==> src/rtl/dcsk_demod_frame.sv <==
// DCSK receive demodulator: captures SF reference chips per symbol, correlates the
// following SF data chips by majority vote, and packs FRAME_BITS decisions into a buffered word.
module dcsk_demod_frame #(
  parameter int MAX_SF     = 16,
  parameter int FRAME_BITS = 16,
  parameter int SEL_W      = $clog2($clog2(MAX_SF))
) (
  input  logic                    Clk,
  input  logic                    N_Rst,
  input  logic                    Sync_Clr,
  input  logic [SEL_W-1:0]        Spread_Factor_Sel,
  input  logic                    In_Chip,
  input  logic                    In_Valid,
  output logic                    In_Ready,
  output logic [FRAME_BITS-1:0]   Out_Data,
  output logic                    Out_Valid,
  input  logic                    Out_Ready,
  output logic                    Out_Tie,
  output logic [$clog2(MAX_SF):0] Spread_Factor
);

  localparam int LG  = $clog2(MAX_SF);
  localparam int SFW = LG + 1;
  localparam int BW  = $clog2(FRAME_BITS + 1);

  typedef enum logic [1:0] {
    S_REF  = 2'd0,
    S_DATA = 2'd1,
    S_HOLD = 2'd2
  } state_t;

  state_t                r_state, w_state_next;
  logic [LG-1:0]         r_chip_idx;
  logic [BW-1:0]         r_bit_idx;
  logic [SFW-1:0]        r_mis_cnt;
  logic [MAX_SF-1:0]     r_ref_buf;
  logic [FRAME_BITS-1:0] r_asm;
  logic                  r_tie;
  logic [SFW-1:0]        r_sf;
  logic                  r_out_valid;
  logic [FRAME_BITS-1:0] r_out_data;
  logic                  r_out_tie;

  logic                  w_accept, w_latch, w_last_chip, w_last_bit, w_m, w_bit, w_tie;
  logic                  w_load, w_load_hold;
  logic [SFW-1:0]        w_sf, w_total, w_half;
  logic [FRAME_BITS-1:0] w_asm_next, w_load_data;
  logic                  w_load_tie;

  function automatic logic [SFW-1:0] sel_to_sf(input logic [SEL_W-1:0] sel);
    if (int'(sel) > LG - 1) begin
      return SFW'(MAX_SF);
    end else begin
      return SFW'(2) << sel;
    end
  endfunction

  assign In_Ready    = (r_state != S_HOLD);
  assign w_accept    = In_Valid && In_Ready && !Sync_Clr;
  // The first chip of a frame uses the freshly selected SF, not the stale latch.
  assign w_latch     = w_accept && (r_state == S_REF) && (r_chip_idx == LG'(0)) && (r_bit_idx == BW'(0));
  assign w_sf        = w_latch ? sel_to_sf(Spread_Factor_Sel) : r_sf;
  assign w_last_chip = ({1'b0, r_chip_idx} == (w_sf - SFW'(1)));
  assign w_last_bit  = (r_bit_idx == BW'(FRAME_BITS - 1));
  assign w_m         = In_Chip ^ r_ref_buf[r_chip_idx];
  assign w_total     = r_mis_cnt + SFW'(w_m);
  assign w_half      = w_sf >> 1;
  assign w_bit       = (w_total > w_half);
  assign w_tie       = (w_total == w_half);
  assign w_asm_next  = r_asm | (FRAME_BITS'(w_bit) << r_bit_idx);
  assign w_load_data = w_load_hold ? r_asm : w_asm_next;
  assign w_load_tie  = w_load_hold ? r_tie : (r_tie | w_tie);

  // Control state register.
  always_ff @(posedge Clk or negedge N_Rst) begin
    if (!N_Rst) begin
      r_state <= S_REF;
    end else begin
      r_state <= w_state_next;
    end
  end

  // Next-state and output-buffer load decision.
  always_comb begin
    w_state_next = r_state;
    w_load       = 1'b0;
    w_load_hold  = 1'b0;
    if (Sync_Clr) begin
      w_state_next = S_REF;
    end else begin
      case (r_state)
        S_REF: begin
          if (w_accept && w_last_chip) begin
            w_state_next = S_DATA;
          end else begin
            w_state_next = S_REF;
          end
        end
        S_DATA: begin
          if (w_accept && w_last_chip) begin
            if (!w_last_bit) begin
              w_state_next = S_REF;
            end else if (!r_out_valid || Out_Ready) begin
              w_load       = 1'b1;
              w_state_next = S_REF;
            end else begin
              w_state_next = S_HOLD;
            end
          end else begin
            w_state_next = S_DATA;
          end
        end
        S_HOLD: begin
          if (Out_Ready) begin
            w_load       = 1'b1;
            w_load_hold  = 1'b1;
            w_state_next = S_REF;
          end else begin
            w_state_next = S_HOLD;
          end
        end
        default: w_state_next = S_REF;
      endcase
    end
  end

  // Chip datapath: reference capture, mismatch accumulation and bit assembly.
  always_ff @(posedge Clk or negedge N_Rst) begin
    if (!N_Rst) begin
      r_chip_idx <= '0;
      r_bit_idx  <= '0;
      r_mis_cnt  <= '0;
      r_ref_buf  <= '0;
      r_asm      <= '0;
      r_tie      <= 1'b0;
      r_sf       <= SFW'(2);
    end else if (Sync_Clr) begin
      r_chip_idx <= '0;
      r_bit_idx  <= '0;
      r_mis_cnt  <= '0;
      r_asm      <= '0;
      r_tie      <= 1'b0;
    end else if (w_accept) begin
      if (w_latch) begin
        r_sf <= w_sf;
      end
      if (r_state == S_REF) begin
        r_ref_buf[r_chip_idx] <= In_Chip;
        r_chip_idx            <= w_last_chip ? LG'(0) : r_chip_idx + LG'(1);
      end else if (!w_last_chip) begin
        r_mis_cnt  <= w_total;
        r_chip_idx <= r_chip_idx + LG'(1);
      end else begin
        r_mis_cnt  <= '0;
        r_chip_idx <= '0;
        if (w_load) begin
          r_asm     <= '0;
          r_tie     <= 1'b0;
          r_bit_idx <= '0;
        end else begin
          r_asm     <= w_asm_next;
          r_tie     <= r_tie | w_tie;
          r_bit_idx <= w_last_bit ? r_bit_idx : r_bit_idx + BW'(1);
        end
      end
    end else if (w_load_hold) begin
      r_asm     <= '0;
      r_tie     <= 1'b0;
      r_bit_idx <= '0;
    end
  end

  // One-entry output buffer.
  always_ff @(posedge Clk or negedge N_Rst) begin
    if (!N_Rst) begin
      r_out_valid <= 1'b0;
      r_out_data  <= '0;
      r_out_tie   <= 1'b0;
    end else if (w_load) begin
      r_out_valid <= 1'b1;
      r_out_data  <= w_load_data;
      r_out_tie   <= w_load_tie;
    end else if (Out_Ready) begin
      r_out_valid <= 1'b0;
    end
  end

  assign Out_Valid     = r_out_valid;
  assign Out_Data      = r_out_data;
  assign Out_Tie       = r_out_tie;
  assign Spread_Factor = r_sf;

endmodule

==> config.mk <==
export PLATFORM = sky130hd
export DESIGN_NAME = dcsk_demod_frame
export DESIGN_NICKNAME = d
export VERILOG_FILES = /design/src/rtl/dcsk_demod_frame.sv
export SDC_FILE = /design/constraint.sdc
export NUM_CORES = 1
export LEC_CHECK = 0
export ABC_AREA = 1
export CAP_MARGIN = 30
export CORE_ASPECT_RATIO = 0.5
export CORE_MARGIN = 8
export CORE_UTILIZATION = 41
export DETAILED_ROUTE_END_ITERATION = 10
export PLACE_DENSITY = 0.63
export REMOVE_ABC_BUFFERS = 1
export SYNTH_ARGS = -nofsm -noshare
export SYNTH_HDL_FRONTEND = slang
export SYNTH_SLANG_ARGS = --single-unit
==> constraint.sdc <==
create_clock -name Clk -period 3.4 [get_ports Clk]
set_input_delay 0.68 -clock Clk [delete_from_list [all_inputs] [get_ports Clk]]
set_output_delay 0.68 -clock Clk [all_outputs]
set_load 0.1 [all_outputs]
-- Word-level counts from Yosys, hierarchy flattened
Index checks and enable logic that the tools add are counted.
- register bits after elaboration: 72
- bits in latches: 0
- RAM bits: 0
- ROM bits: 0
- bits of input ports: 8
- output and inout port bits: 24
- memories kept: 0
- add/sub/neg operators: 4
- multiply operators: 0
- div/mod/pow operators: 0
- $lt $le $gt $ge: 3
- equality and inequality tests: 10
- shift operators: 2
- muxes and demuxes: 51
- bitwise gates (word level): 4
- reductions and logical operators: 21
- operators by type and width (cell ; number):
    2-to-1 mux 16 bit ; 7
    2-to-1 mux 5 bit ; 12
    2-to-1 mux 1 bit ; 19
    bitwise mux 16 bit ; 1
    bitwise OR 16 bit ; 1
    left shift 1 x 5 -> 16 bit ; 1
    2-to-1 mux 4 bit ; 3
    2-to-1 mux 2 bit ; 5
    AND reduction 3 bit ; 3
    logical AND 1 bit ; 7
    case mux 2 bit (3 select lines) ; 1
    adder 5 x 1 -> 5 bit ; 1
    adder 5 x 1 -> 5 bit, second input constant ; 1
    equality test 4 x 5 -> 1 bit ; 1
    equality test 5 x 4 -> 1 bit ; 1
    equality test 5 x 4 -> 1 bit, second input constant ; 1
    greater-than comparator 5 x 4 -> 1 bit ; 1
    zero test 5 bit ; 1
    < comparator 4 x 5 -> 1 bit, second input constant ; 1
    left shift 2 x 2 -> 5 bit, first input constant ; 1
    subtractor 5 x 1 -> 5 bit, second input constant ; 1
    adder 4 x 1 -> 4 bit, second input constant ; 1
    binary-select mux 1 bit (select 4 bit) ; 1
    demux 1 bit (select 4 bit) ; 1
    19 further kinds ; 22

-- Depth between registers and ports, before layout
Gate-level depths: netlist of the first run.
- word-level depth: 18
- gate-level depth with buffers: 24

-- Worst setup path after synthesis of the first run
No wires, ideal clock.
- kind: register to register
- start point: reg r_chip_idx[0]
- end point: reg r_out_data[8] (netlist: Out_Data[8])
- arrival: 3.463 ns
- required time: 3.278 ns
- slack: -0.186 ns
- cell stages (with the launch flop): 23
- buffers on the path: 2
- path through: dfrtp_1 clkbuf_1 inv_1 clkbuf_1 o21ai_0 o22ai_1 a21o_1 a221oi_1 xor2_1 ha_1 ha_1 xor2_1 ha_1 nand2_1 inv_1 a221oi_1 o211ai_1 nand2_1 inv_1 nand3_1 nor2_1 a31oi_1 o21ai_2
- cells in the longest elaborated chain, start to end: 10
- ends and longest elaborated chain (element ; line ; text):
    start, declared ; 33 ; logic [LG-1:0] r_chip_idx;
    start signal, assigned ; 149 ; r_chip_idx <= w_last_chip ? LG'(0) : r_chip_idx + LG'(1);
    start signal, assigned ; 152 ; r_chip_idx <= r_chip_idx + LG'(1);
    parallel branches: the longest is 10 deep, another holds adder 5 x 1 -> 5 bit ; - ;
    end signal, assigned ; 181 ; r_out_data <= w_load_data;
    end, declared ; 41 ; logic [FRAME_BITS-1:0] r_out_data;
Several ways; the timed one is not identified. The select of a mux whose other input is x is not followed.
A chain may end at the register's enable or synchronous reset.

-- Worst setup path in the final report of the first run
- start point: reg r_chip_idx[0]
- end point: reg r_out_data[9] (netlist: Out_Data[9])
Same word-level chain as after synthesis.

==> metrics.md, run 1 <==
| Metric | Value |
|---|---|
| CP Data Required Time | `about 3700 ps` |
| Grt met2 use | `a little over a quarter` |
| Via-to-Cell Ratio | `between 4 and 5` |
| Initial Util | `42.7%` |
| Tcrit/Tclk final | `102%` |
| DP HPWL | `7080 µm` |
| Ports | `32` |
| CTS tree | `yes` |
| Clock transition at path regs | `60 ps` |
| Met1 Usage GRT | `about a fifth` |
| Syn-to-layout area delta | `36.2%` |
| Die Y | `86.5 µm` |
| Iter 0 DRT Violations | `141` |
| Largest net degree at the start of global routing | `31` |
| DP Cell Count | `just under 700` |
| Hold WC Path Type | `primary input to asynchronous set/reset pin` |
| Critical path class | `flop to flop` |
| Row cnt | `25` |
| Crit path DAT | `3740 ps` |
| Max capacitance violation total | `0` |
| Die Wd | `157 µm` |
| Average size of a mapped cell | `8.42 µm²` |
| Worst setup margin | `-78.0 ps` |
| Wire per inst | `14.2 µm` |
| Final non-filler cell total | `~700` |
| Skew-Pair Late Insertion Delay | `330 ps` |
| Static leakage | `2.66 nW` |
| Unrepaired setup endpoints after global routing | `yes` |
| Die area | `13600 µm²` |
| Antenna viol nets, final | `0` |
| Vias in the first global route | `3509` |
| Setup Viol. Count Final | `21` |
| Worst slack, placed | `-302 ps` |
| Crit Path Max Fanout | `7` |
| Mapped Area | `4070 µm²` |
| Slowest-stage cell, CP | `dfrtp_2` |
| Pwr/cell area | `618 nW/µm²` |
| Seq/Total Area, Yosys | `44.3%` |
| Global route hottest layer | `met2` |
| ANT cells | `0` |
| Hold-fix buffers at CTS | `0` |
| Layout Nets | `598` |
| Max Clock Skew | `between 5 and 6 ps` |
| Router iterations before antenna repair | `4` |
| CP Cell Sequence | `buf_6, o21ai_2, o22ai_1, a221oi_2, xor2_1, ha_2, nand3_2, xor2_2, ha_1, nand2_1, inv_2, nand2_1, o211ai_1, nand2_2, inv_4, nand3_4, nor2_4, a31oi_2, o21ai_2` |
| Total gr overflow | `0` |
| Number of synthesized flops with an enable pin | `0` |
| Total number of vias | `between 3000 and 4000` |
| Initial antenna violation count | `0` |
| Clk sinks | `just over 70` |
| Post-Route WL | `10100 µm` |
| Worst setup SP type | `flop` |
| First-pass GRT wire length | `between 15000 and 20000 µm` |
| Synth Warn # | `0` |
| Outcome | `complete, but fails checks` |
| Worst-margin pin slew | `970 ps` |
| H-tree depth reported by CTS | `3` |
| Synth Instances | `484` |
| Fin crit period | `3480 ps` |
| GRT Total Usage | `approximately 16%` |
| Share of cells above drive strength 1 | `34.0%` |
| Synth unique cells | `36` |
| Final design utilization | `approximately three fifths` |
| CP endpoint kind | `flop` |
| Post-synth ARST share | `100%` |
| FF+latch count, synth | `72` |
| Rel. slew slack | `35.1%` |
| Cells on worst reg2reg path | `19` |
| DRC | `0` |
| TritonCTS Buffers | `9` |
| Root Driver | `clkbuf_16` |
| Clock Path Buffers | `2` |
| Peak supply drop | `0.000256 V` |
| Ys flop type | `dfrtp_1` |
| Core area | `between 9000 and 10000 µm²` |
| Max-slew violation count | `0` |
| Final hold viol count | `0` |
| Port bufs | `31` |
| RD Place Congestion | `0.826` |
| Failing checks | `negative setup slack` |
| Max incr delay on CP | `470 ps` |
| Highest clock rate | `288 MHz` |
| Met3 global-route usage | `3.67%` |
[logic make-up (layout without fill, tap and decap cells)]
group	Yosys count	in the layout	synth area share (%)
and+or+nand+nor	204	204	24.3
AOI/OAI and AO/OA	108	108	16.2
buffers and inverters	74	166	8.05
DFF	72	72	44.3
adders and majority gates	18	18	5.53
xor gates and xnor gates	8	8	1.72
[area by class of cell]
type                       count  area (µm²)
sequential                    72        1810
multi-input combinational    338        2250
clock inverter                 5        81.3
timing repair buffer          90         756
inverter                      61         245
fill                         840        3990
clock buffer                  10         239
tap                          135         169
[metal layers]
| layer | wire length (µm) | vias to the layer above |
|---|---|---|
| li1 | - | 1798 |
| met1 | 4740 | 1686 |
| met2 | 4810 | 43 |
| met3 | 366 | 11 |
| met4 | 148 | 0 |
| met5 | 0 | - |
[registers in the layout (all words and copies together) (netlist names)]
signal         count
r_mis_cnt          5
Out_Valid          1
r_asm             16
r_state            2
r_ref_buf         16
r_bit_idx          5
Out_Tie            1
r_chip_idx         4
r_tie              1
Out_Data          16
Spread_Factor      5
[critical path, delay by kind of cell, from the launching register on]
kind                       cells  cell delay (ps)
and+or+nand+nor                6              630
xor gates and xnor gates       2              400
AOI/OAI and AO/OA              6              990
adders and majority gates      2              570
DFF                            1              470
buffers and inverters          3              350
[placed cells by master (no fill, tap or decap), types with 11 or more instances in the layout]
| cell type | instances |
|---|---|
| nand2_1 | 80 |
| buf_4 | 74 |
| dfrtp_1 | 69 |
| inv_1 | 51 |
| nor2_1 | 35 |
| nand3_1 | 33 |
| a21oi_1 | 24 |
| a31oi_1 | 19 |
| o21ai_0 | 16 |
| ha_1 | 15 |
| o21ai_2 | 12 |
| nor2_4 | 11 |
| nand3_2 | 11 |
| a21oi_2 | 11 |
[report_power, final]
group,switching (mW),internal (mW)
Combinational,0.836,0.547
Sequential,0.0814,0.954
Clock,0.353,0.658
Total,1.27,2.16
[per-stage QoR]
| step | total power, mW | instance area (µm²) | setup TNS, ps | hold WS [ps] |
|---|---|---|---|---|
| global route | 3.65 | 5550 | -8830 | 374 |
| detailed placement | 2.25 | 4840 | -8940 | 464 |
| floorplan | 1.80 | 3980 | 0 | 384 |
| global placement | 2.24 | 4840 | -6350 | 464 |
| CTS | 3.38 | 5340 | -461 | 350 |
| finish | 3.43 | 5550 | -917 | 349 |
[path summary, 6_finish.rpt]
path / from / to / slack (ps)
max: r_chip_idx[0]$_DFFE_PN0P_ / Out_Data[9]$_DFFE_PN0P_ / -80
min: N_Rst / r_asm[9]$_DFFE_PN0P_ / 350
max reg2reg: r_chip_idx[0]$_DFFE_PN0P_ / Out_Data[9]$_DFFE_PN0P_ / -80
min reg2reg: Out_Data[4]$_DFFE_PN0P_ / Out_Data[4]$_DFFE_PN0P_ / 470
max in group asynchronous: N_Rst / r_chip_idx[1]$_DFFE_PN0P_ / 2340
min in group Clk: Out_Data[4]$_DFFE_PN0P_ / Out_Data[4]$_DFFE_PN0P_ / 470
[synthesized netlist by cell type, types with 2 or more instances]
cell type	count	area [µm²]
o21ai_0	22	110
nand4_1	4	25.0
o31ai_1	2	15.0
nand2_2	7	43.8
ha_1	18	225
nand2_4	5	56.3
nor2_4	5	56.3
dfrtp_1	71	1780
inv_2	2	7.51
nand3_1	46	230
a21oi_1	34	170
o21ai_2	11	96.3
inv_1	56	210
a31oi_1	25	156
buf_6	5	56.3
nor2_1	45	169
nor3_1	2	10.0
xor2_1	7	61.3
o21a_1	3	22.5
inv_4	2	12.5
clkbuf_1	6	22.5
o22ai_1	5	31.3
nand2_1	83	312
nor2_8	3	60.1
a221oi_1	2	17.5
nor2_2	2	12.5
buf_4	2	15.0
[timing repair]
item / CTS / global route
buffers inserted: 4 / 5
setup endpoints to repair: 32 / 39
gates resized for setup: 46 / 39
gates cloned: 0 / 0
pin swaps: 20 / 36
No activity file was read; power rests on OpenSTA's default activity.
==> run 2: changes to the inputs <==
--- a/config.mk
+++ b/config.mk
@@ -12,7 +12,6 @@
 export CORE_UTILIZATION = 41
 export DETAILED_ROUTE_END_ITERATION = 10
 export PLACE_DENSITY = 0.63
-export REMOVE_ABC_BUFFERS = 1
 export SYNTH_ARGS = -nofsm -noshare
 export SYNTH_HDL_FRONTEND = slang
 export SYNTH_SLANG_ARGS = --single-unit
==> metrics.md, run 2 (synthesis results as in run 1) <==
| Metric | Value |
|---|---|
| Metal2 WL | `4750 µm (was 4810 µm)` |
| Max Clock Skew | `7.02 ps (was 5.67 ps)` |
| Clock power frac | `28.2% (was 29.5%)` |
| Highest metal used | `met4 (unchanged)` |
| Hold WC Path Type | `flop to flop (was primary input to asynchronous set/reset pin)` |
| Worst setup SP type | `flop (unchanged)` |
| Final hold viol count | `0 (unchanged)` |
| Initial antenna violation count | `0 (unchanged)` |
| Root Driver | `clkbuf_16 (unchanged)` |
| Largest net degree at the start of global routing | `73 (was 31)` |
| Placed Instance Area | `4820 µm² (was 4840 µm²)` |
| GRT Total Usage | `15.5% (was 15.8%)` |
| DRC | `0 (unchanged)` |
| CP endpoint kind | `flop (unchanged)` |
| Core area | `9540 µm² (unchanged)` |
| DP HPWL | `7080 µm (about the same)` |
| Fill cells | `826 (was 840)` |
| Final instance area | `5490 µm² (was 5550 µm²)` |
| Initial Util | `42.7% (unchanged)` |
| Setup Viol. Count Final | `2 (was 21)` |
| Commonest non-fill, non-tap cells in the layout | `nand2_1, dfrtp_1, buf_4, inv_1, nor2_1 (was nand2_1, buf_4, dfrtp_1, inv_1, nor2_1)` |
| Clock transition at path regs | `60 ps (about the same)` |
| RD Place Congestion | `0.802 (was 0.826)` |
| Ports | `32 (unchanged)` |
| Via-to-Cell Ratio | `5.05 (was 4.98)` |
| Total power | `3.33 mW (was 3.43 mW)` |
| Slowest-stage cell, CP | `dfrtp_2 (unchanged)` |
| DP Cell Count | `687 (was 690)` |
| Rel. slew slack | `35.1% (about the same)` |
| Final design utilization | `57.5% (was 58.2%)` |
| Metal3 WL | `348 µm (was 366 µm)` |
| Antenna viol nets, final | `0 (unchanged)` |
| ANT cells | `0 (unchanged)` |
| H-tree depth reported by CTS | `3 (unchanged)` |
| Static leakage | `2.61 nW (was 2.66 nW)` |
| CP Data Required Time | `3670 ps (was 3660 ps)` |
| Die Y | `86.5 µm (unchanged)` |
| Crit Path Max Fanout | `6 (was 7)` |
| Highest clock rate | `291 MHz (was 288 MHz)` |
| Pwr/cell area | `607 nW/µm² (was 618 nW/µm²)` |
| Row cnt | `25 (unchanged)` |
| Worst-margin pin slew | `970 ps (about the same)` |
| Outcome | `complete, but fails checks (unchanged)` |
| Met1 WL | `4850 µm (was 4740 µm)` |
| Unrepaired setup endpoints after global routing | `yes (unchanged)` |
| Wire per inst | `14.3 µm (was 14.2 µm)` |
| Router iterations before antenna repair | `5 (was 4)` |
| Clk sinks | `72 (unchanged)` |
| Post-Route WL | `10100 µm (about the same)` |
| Worst reg-to-reg setup slack | `-40 ps (was -80 ps)` |
| Comb power frac | `40.7% (was 40.3%)` |
| Fin crit period | `3440 ps (was 3480 ps)` |
| Critical path class | `flop to flop (unchanged)` |
| Peak supply drop | `0.000315 V (was 0.000256 V)` |
| Tcrit/Tclk final | `101% (was 102%)` |
| Pint | `2.04 mW (was 2.16 mW)` |
| Crit path DAT | `3700 ps (was 3740 ps)` |
| Port bufs | `31 (unchanged)` |
| Syn-to-layout area delta | `34.8% (was 36.2%)` |
| Share of cells above drive strength 1 | `33.9% (was 34.0%)` |
| Sw frac | `38.8% (was 37.1%)` |
| Final non-filler cell total | `705 (was 711)` |
| Vias in the first global route | `3381 (was 3509)` |
| First-pass GRT wire length | `16900 µm (was 17100 µm)` |
| Hold-fix buffers at CTS | `0 (unchanged)` |
| Skew-Pair Late Insertion Delay | `340 ps (was 330 ps)` |
| Iter 0 DRT Violations | `172 (was 141)` |
| Part of the power in registers | `31.1% (was 30.2%)` |
| P_sw | `1.29 mW (was 1.27 mW)` |
| CTS tree | `yes (unchanged)` |
| Max incr delay on CP | `460 ps (was 470 ps)` |
| Total number of vias | `3558 (was 3538)` |
| Die area | `13600 µm² (unchanged)` |
| Total gr overflow | `0 (unchanged)` |
| TritonCTS Buffers | `9 (unchanged)` |
| Layout Nets | `591 (was 598)` |
| Syn Nets | `510` |
| Max-slew violation count | `0 (unchanged)` |
| Die Wd | `157 µm (unchanged)` |
| Failing checks | `negative setup slack (unchanged)` |
| Worst setup margin | `-35.4 ps (was -78.0 ps)` |
| Clock Path Buffers | `2 (unchanged)` |
| Most common cell after layout, fill and taps aside | `nand2_1 (unchanged)` |
| CP Cell Sequence | `buf_6, nor2_4, o22ai_1, a21o_1, a221oi_2, xor2_1, ha_2, nand3_2, xor2_2, ha_4, nand2_2, inv_2, nand2_1, o211ai_1, nand2_2, inv_4, nand3_4, nor2_4, a31oi_2, o21ai_2 (was buf_6, o21ai_2, o22ai_1, a221oi_2, xor2_1, ha_2, nand3_2, xor2_2, ha_1, nand2_1, inv_2, nand2_1, o211ai_1, nand2_2, inv_4, nand3_4, nor2_4, a31oi_2, o21ai_2)` |
| Max capacitance violation total | `0 (unchanged)` |
-- run 2: cell type report --
| cell class | instances | area, µm² | share of cell area (%) |
|---|---|---|---|
| Clock buffer | 9 | 225 | 4.10 |
| Clock inverter | 7 | 71.3 | 1.30 |
| Inverter | 61 | 243 | 4.42 |
| Multi-Input combinational cell | 338 | 2300 | 41.8 |
| Sequential cell | 72 | 1800 | 32.9 |
| Tap cell | 135 | 169 | 3.08 |
| Timing Repair Buffer | 83 | 682 | 12.4 |
-- run 2: power groups by stage --
| stage | combinational, mW | sequential, mW | clock, mW |
|---|---|---|---|
| floorplan | 0.646 | 1.19 | 0 |
| global placement | 1.21 | 1.03 | 0 |
| global route | 1.49 | 1.05 | 0.992 |
| detailed placement | 1.23 | 1.03 | 0 |
| finish | 1.36 | 1.04 | 0.939 |
| CTS | 1.28 | 1.03 | 0.958 |
-- run 2: stage by stage --
step / hold WS, ps / TNS (ps) / setup slack (ps)
floorplan: 384 / 0 / 4.25
global placement: 458 / -7020 / -241
detailed placement: 465 / -8220 / -268
CTS: 480 / -447 / -43.4
global route: 494 / -6960 / -288
finish: 474 / -61.9 / -35.4
-- run 2: final timing paths --
path | from | to | cells after the start
max | r_chip_idx[0]$_DFFE_PN0P_ | Out_Data[9]$_DFFE_PN0P_ | 20
max reg2reg | r_chip_idx[0]$_DFFE_PN0P_ | Out_Data[9]$_DFFE_PN0P_ | 20
max in group asynchronous | N_Rst | r_chip_idx[0]$_DFFE_PN0P_ | 2
min reg2reg | Out_Data[12]$_DFFE_PN0P_ | Out_Data[12]$_DFFE_PN0P_ | 2
min in group asynchronous | N_Rst | r_asm[15]$_DFFE_PN0P_ | 2
min | Out_Data[12]$_DFFE_PN0P_ | Out_Data[12]$_DFFE_PN0P_ | 2
-- run 2: worst max-delay path, delay by kind of cell (launching register included) --
kind            cells  cell delay (ps)
compound gates      6              910
fa+ha+maj           2              550
buf+inv             3              340
simple gates        7              700
flops               1              460
xor+xnor            2              420
-- run 2: what timing repair did --
| action | CTS | global route |
|---|---|---|
| setup endpoints to repair | 32 | 41 |
| buffers inserted | 1 | 4 |
| pin swaps | 16 | 42 |
| resized for setup | 45 | 42 |
-- run 2: per-layer routing --
metal	vias up	global-route usage, %
met3	11	3.62
met5	-	0
met2	70	25.0
met1	1694	20.2
li1	1783	-
met4	0	5.11
==> run 3: changes to the inputs <==
--- a/config.mk
+++ b/config.mk
@@ -10,8 +10,9 @@
 export CORE_ASPECT_RATIO = 0.5
 export CORE_MARGIN = 8
 export CORE_UTILIZATION = 41
+export CTS_CLUSTER_SIZE = 10
 export DETAILED_ROUTE_END_ITERATION = 10
-export PLACE_DENSITY = 0.63
+export PLACE_DENSITY = 0.61
 export SYNTH_ARGS = -nofsm -noshare
 export SYNTH_HDL_FRONTEND = slang
 export SYNTH_SLANG_ARGS = --single-unit
==> constraint.sdc (replaced) <==
create_clock -name Clk -period 4 [get_ports Clk]
set_input_delay 0.8 -clock Clk [delete_from_list [all_inputs] [get_ports Clk]]
set_output_delay 0.8 -clock Clk [all_outputs]
set_load 0.1 [all_outputs]
==> metrics.md, run 3 (synthesis results as in run 1) <==
| Metric | Value |
|---|---|
| Outcome | `complete, no violations (was complete, but fails checks)` |
| H-tree depth reported by CTS | `3 (unchanged)` |
| Core area | `9540 µm² (unchanged)` |
| Peak supply drop | `0.000233 V (was 0.000315 V)` |
| Die area | `13600 µm² (unchanged)` |
| DP HPWL | `6810 µm (was 7080 µm)` |
| Highest clock rate | `266 MHz (was 291 MHz)` |
| CP Data Required Time | `4220 ps (was 3670 ps)` |
| DRC | `0 (unchanged)` |
| Max-slew violation count | `0 (unchanged)` |
| Setup Viol. Count Final | `0 (was 2)` |
| Rel. slew slack | `25.9% (was 35.1%)` |
| TritonCTS Buffers | `9 (unchanged)` |
| Met1 Usage GRT | `20.2% (about the same)` |
| Final hold viol count | `0 (unchanged)` |
| Clock transition at path regs | `60 ps (about the same)` |
| Port bufs | `31 (unchanged)` |
| CP endpoint kind | `flop (unchanged)` |
| Crit path DAT | `3980 ps (was 3700 ps)` |
| Die Wd | `157 µm (unchanged)` |
| Syn-to-layout area delta | `21.6% (was 34.8%)` |
| Post-Route WL | `9600 µm (was 10100 µm)` |
| Clk sinks | `72 (unchanged)` |
| GRT Total Usage | `14.9% (was 15.5%)` |
| RD Place Congestion | `0.820 (was 0.802)` |
| Worst r2r src | `r_chip_idx[0]$_DFFE_PN0P_ (unchanged)` |
| First-pass GRT wire length | `16000 µm (was 16900 µm)` |
| Initial antenna violation count | `0 (unchanged)` |
| Wire per inst | `14.3 µm (about the same)` |
| Layout Nets | `557 (was 591)` |
| Met3 global-route usage | `4.12% (was 3.62%)` |
| Antenna viol nets, final | `0 (unchanged)` |
| Unrepaired setup endpoints after global routing | `yes (unchanged)` |
| Global route hottest layer | `met2 (unchanged)` |
| Commonest non-fill, non-tap cells in the layout | `nand2_1, dfrtp_1, inv_1, nand3_1, nor2_1 (was nand2_1, dfrtp_1, buf_4, inv_1, nor2_1)` |
| Total number of vias | `3382 (was 3558)` |
| Vias in the first global route | `3139 (was 3381)` |
| Clock Path Buffers | `2 (unchanged)` |
| Critical path origin | `r_chip_idx[0]$_DFFE_PN0P_ (unchanged)` |
| Final instance area | `4950 µm² (was 5490 µm²)` |
| Iter 0 DRT Violations | `227 (was 172)` |
| Worst-margin pin slew | `1110 ps (was 970 ps)` |
| Worst setup SP type | `flop (unchanged)` |
| Skew-Pair Late Insertion Delay | `340 ps (about the same)` |
| Fin crit period | `3760 ps (was 3440 ps)` |
| Most common cell after layout, fill and taps aside | `nand2_1 (unchanged)` |
| Critical path class | `flop to flop (unchanged)` |
| Ports | `32 (unchanged)` |
| Hold WC Path Type | `primary input to asynchronous set/reset pin (was flop to flop)` |
| Share of cells above drive strength 1 | `17.6% (was 33.9%)` |
| Final non-filler cell total | `670 (was 705)` |
| Hold-fix buffers at CTS | `0 (unchanged)` |
| Syn Nets | `510 (unchanged)` |
| Total gr overflow | `0 (unchanged)` |
| ANT cells | `0 (unchanged)` |
| Tcrit/Tclk final | `94.1% (was 101%)` |
| DP Cell Count | `649 (was 687)` |
| CTS tree | `yes (unchanged)` |
| Max Clock Skew | `7.09 ps (was 7.02 ps)` |
| Static leakage | `2.36 nW (was 2.61 nW)` |
| Worst slack, placed | `107 ps (was -268 ps)` |
| Via-to-Cell Ratio | `5.05 (about the same)` |
| Pwr/cell area | `529 nW/µm² (was 607 nW/µm²)` |
| Worst setup margin | `236 ps (was -35.4 ps)` |
| Grt met2 use | `22.3% (was 25.0%)` |
| Largest net degree at the start of global routing | `29 (was 73)` |
| Placed Instance Area | `4540 µm² (was 4820 µm²)` |
| Setup Total Neg Slack | `0 ps (was -61.9 ps)` |
| Initial Util | `42.7% (unchanged)` |
| Row cnt | `25 (unchanged)` |
| Root Driver | `clkbuf_16 (unchanged)` |
| Router iterations before antenna repair | `4 (was 5)` |
| Crit Path Max Fanout | `13 (was 6)` |
| Die Y | `86.5 µm (unchanged)` |
| Max capacitance violation total | `0 (unchanged)` |
| Total power | `2.62 mW (was 3.33 mW)` |
[run 3: path summary, 6_finish.rpt]
| kind | end | slack, ps | cells after the start |
|---|---|---|---|
| worst max register to register | Out_Data[8]$_DFFE_PN0P_ | 240 | 22 |
| min in group Clk | Out_Data[5]$_DFFE_PN0P_ | 470 | 2 |
| max in group asynchronous | Spread_Factor[1]$_DFFE_PN1P_ | 2720 | 2 |
| worst min register to register | Out_Data[5]$_DFFE_PN0P_ | 470 | 2 |
| worst min-delay path | Out_Data[13]$_DFFE_PN0P_ | 450 | 1 |
| worst max-delay path | Out_Data[8]$_DFFE_PN0P_ | 240 | 22 |
[run 3: power by group]
part	internal, mW	leakage, nW	switching (mW)	total [mW]
clock network	0.448	0.134	0.303	0.751
registers	0.809	0.982	0.0622	0.871
logic	0.334	1.24	0.665	0.999
total	1.59	2.36	1.03	2.62
[run 3: per-stage QoR]
step                hold WS, ps  utilization [%]
finish                      454             51.9
floorplan                   459                -
global route                496             51.9
detailed placement          463             47.6
CTS                         473             50.5
global placement            456             47.6
[run 3: critical path: stages, from the launching register on]
cell      delay (ps)
dfrtp_1          400
buf_4            200
nor2_1           110
nor2_1            40
o21ai_1           90
a21oi_1          100
a21o_1           170
a221oi_2         190
xor2_1           250
ha_2             230
ha_1             180
xor2_1           210
ha_1             270
nand2_1           60
inv_1             70
a221oi_2         210
o211ai_1         140
nand2_1          150
inv_2             90
nand3_2          130
nor2_4            60
a31oi_2          210
o21ai_2           80
[run 3: final cells by class]
type,count,area [µm²]
Clock buffer,12,256
Clock inverter,3,17.5
Fill cell,869,4590
Inverter,61,238
Multi-Input combinational cell,338,2030
Sequential cell,72,1800
Tap cell,135,169
Timing Repair Buffer,49,438
[run 3: what timing repair did]
item,CTS,global route
resized for setup,0,26
endpoints found under the hold margin,0,0
setup endpoints to repair,0,32
setup buffers,0,6
[run 3: per-layer routing]
metal	up-vias	routed length (µm)	share of wire, %
li1	1707	-	-
met5	-	0	0
met4	0	121	1.3
met3	12	435	4.5
met2	80	4220	44
met1	1583	4830	50
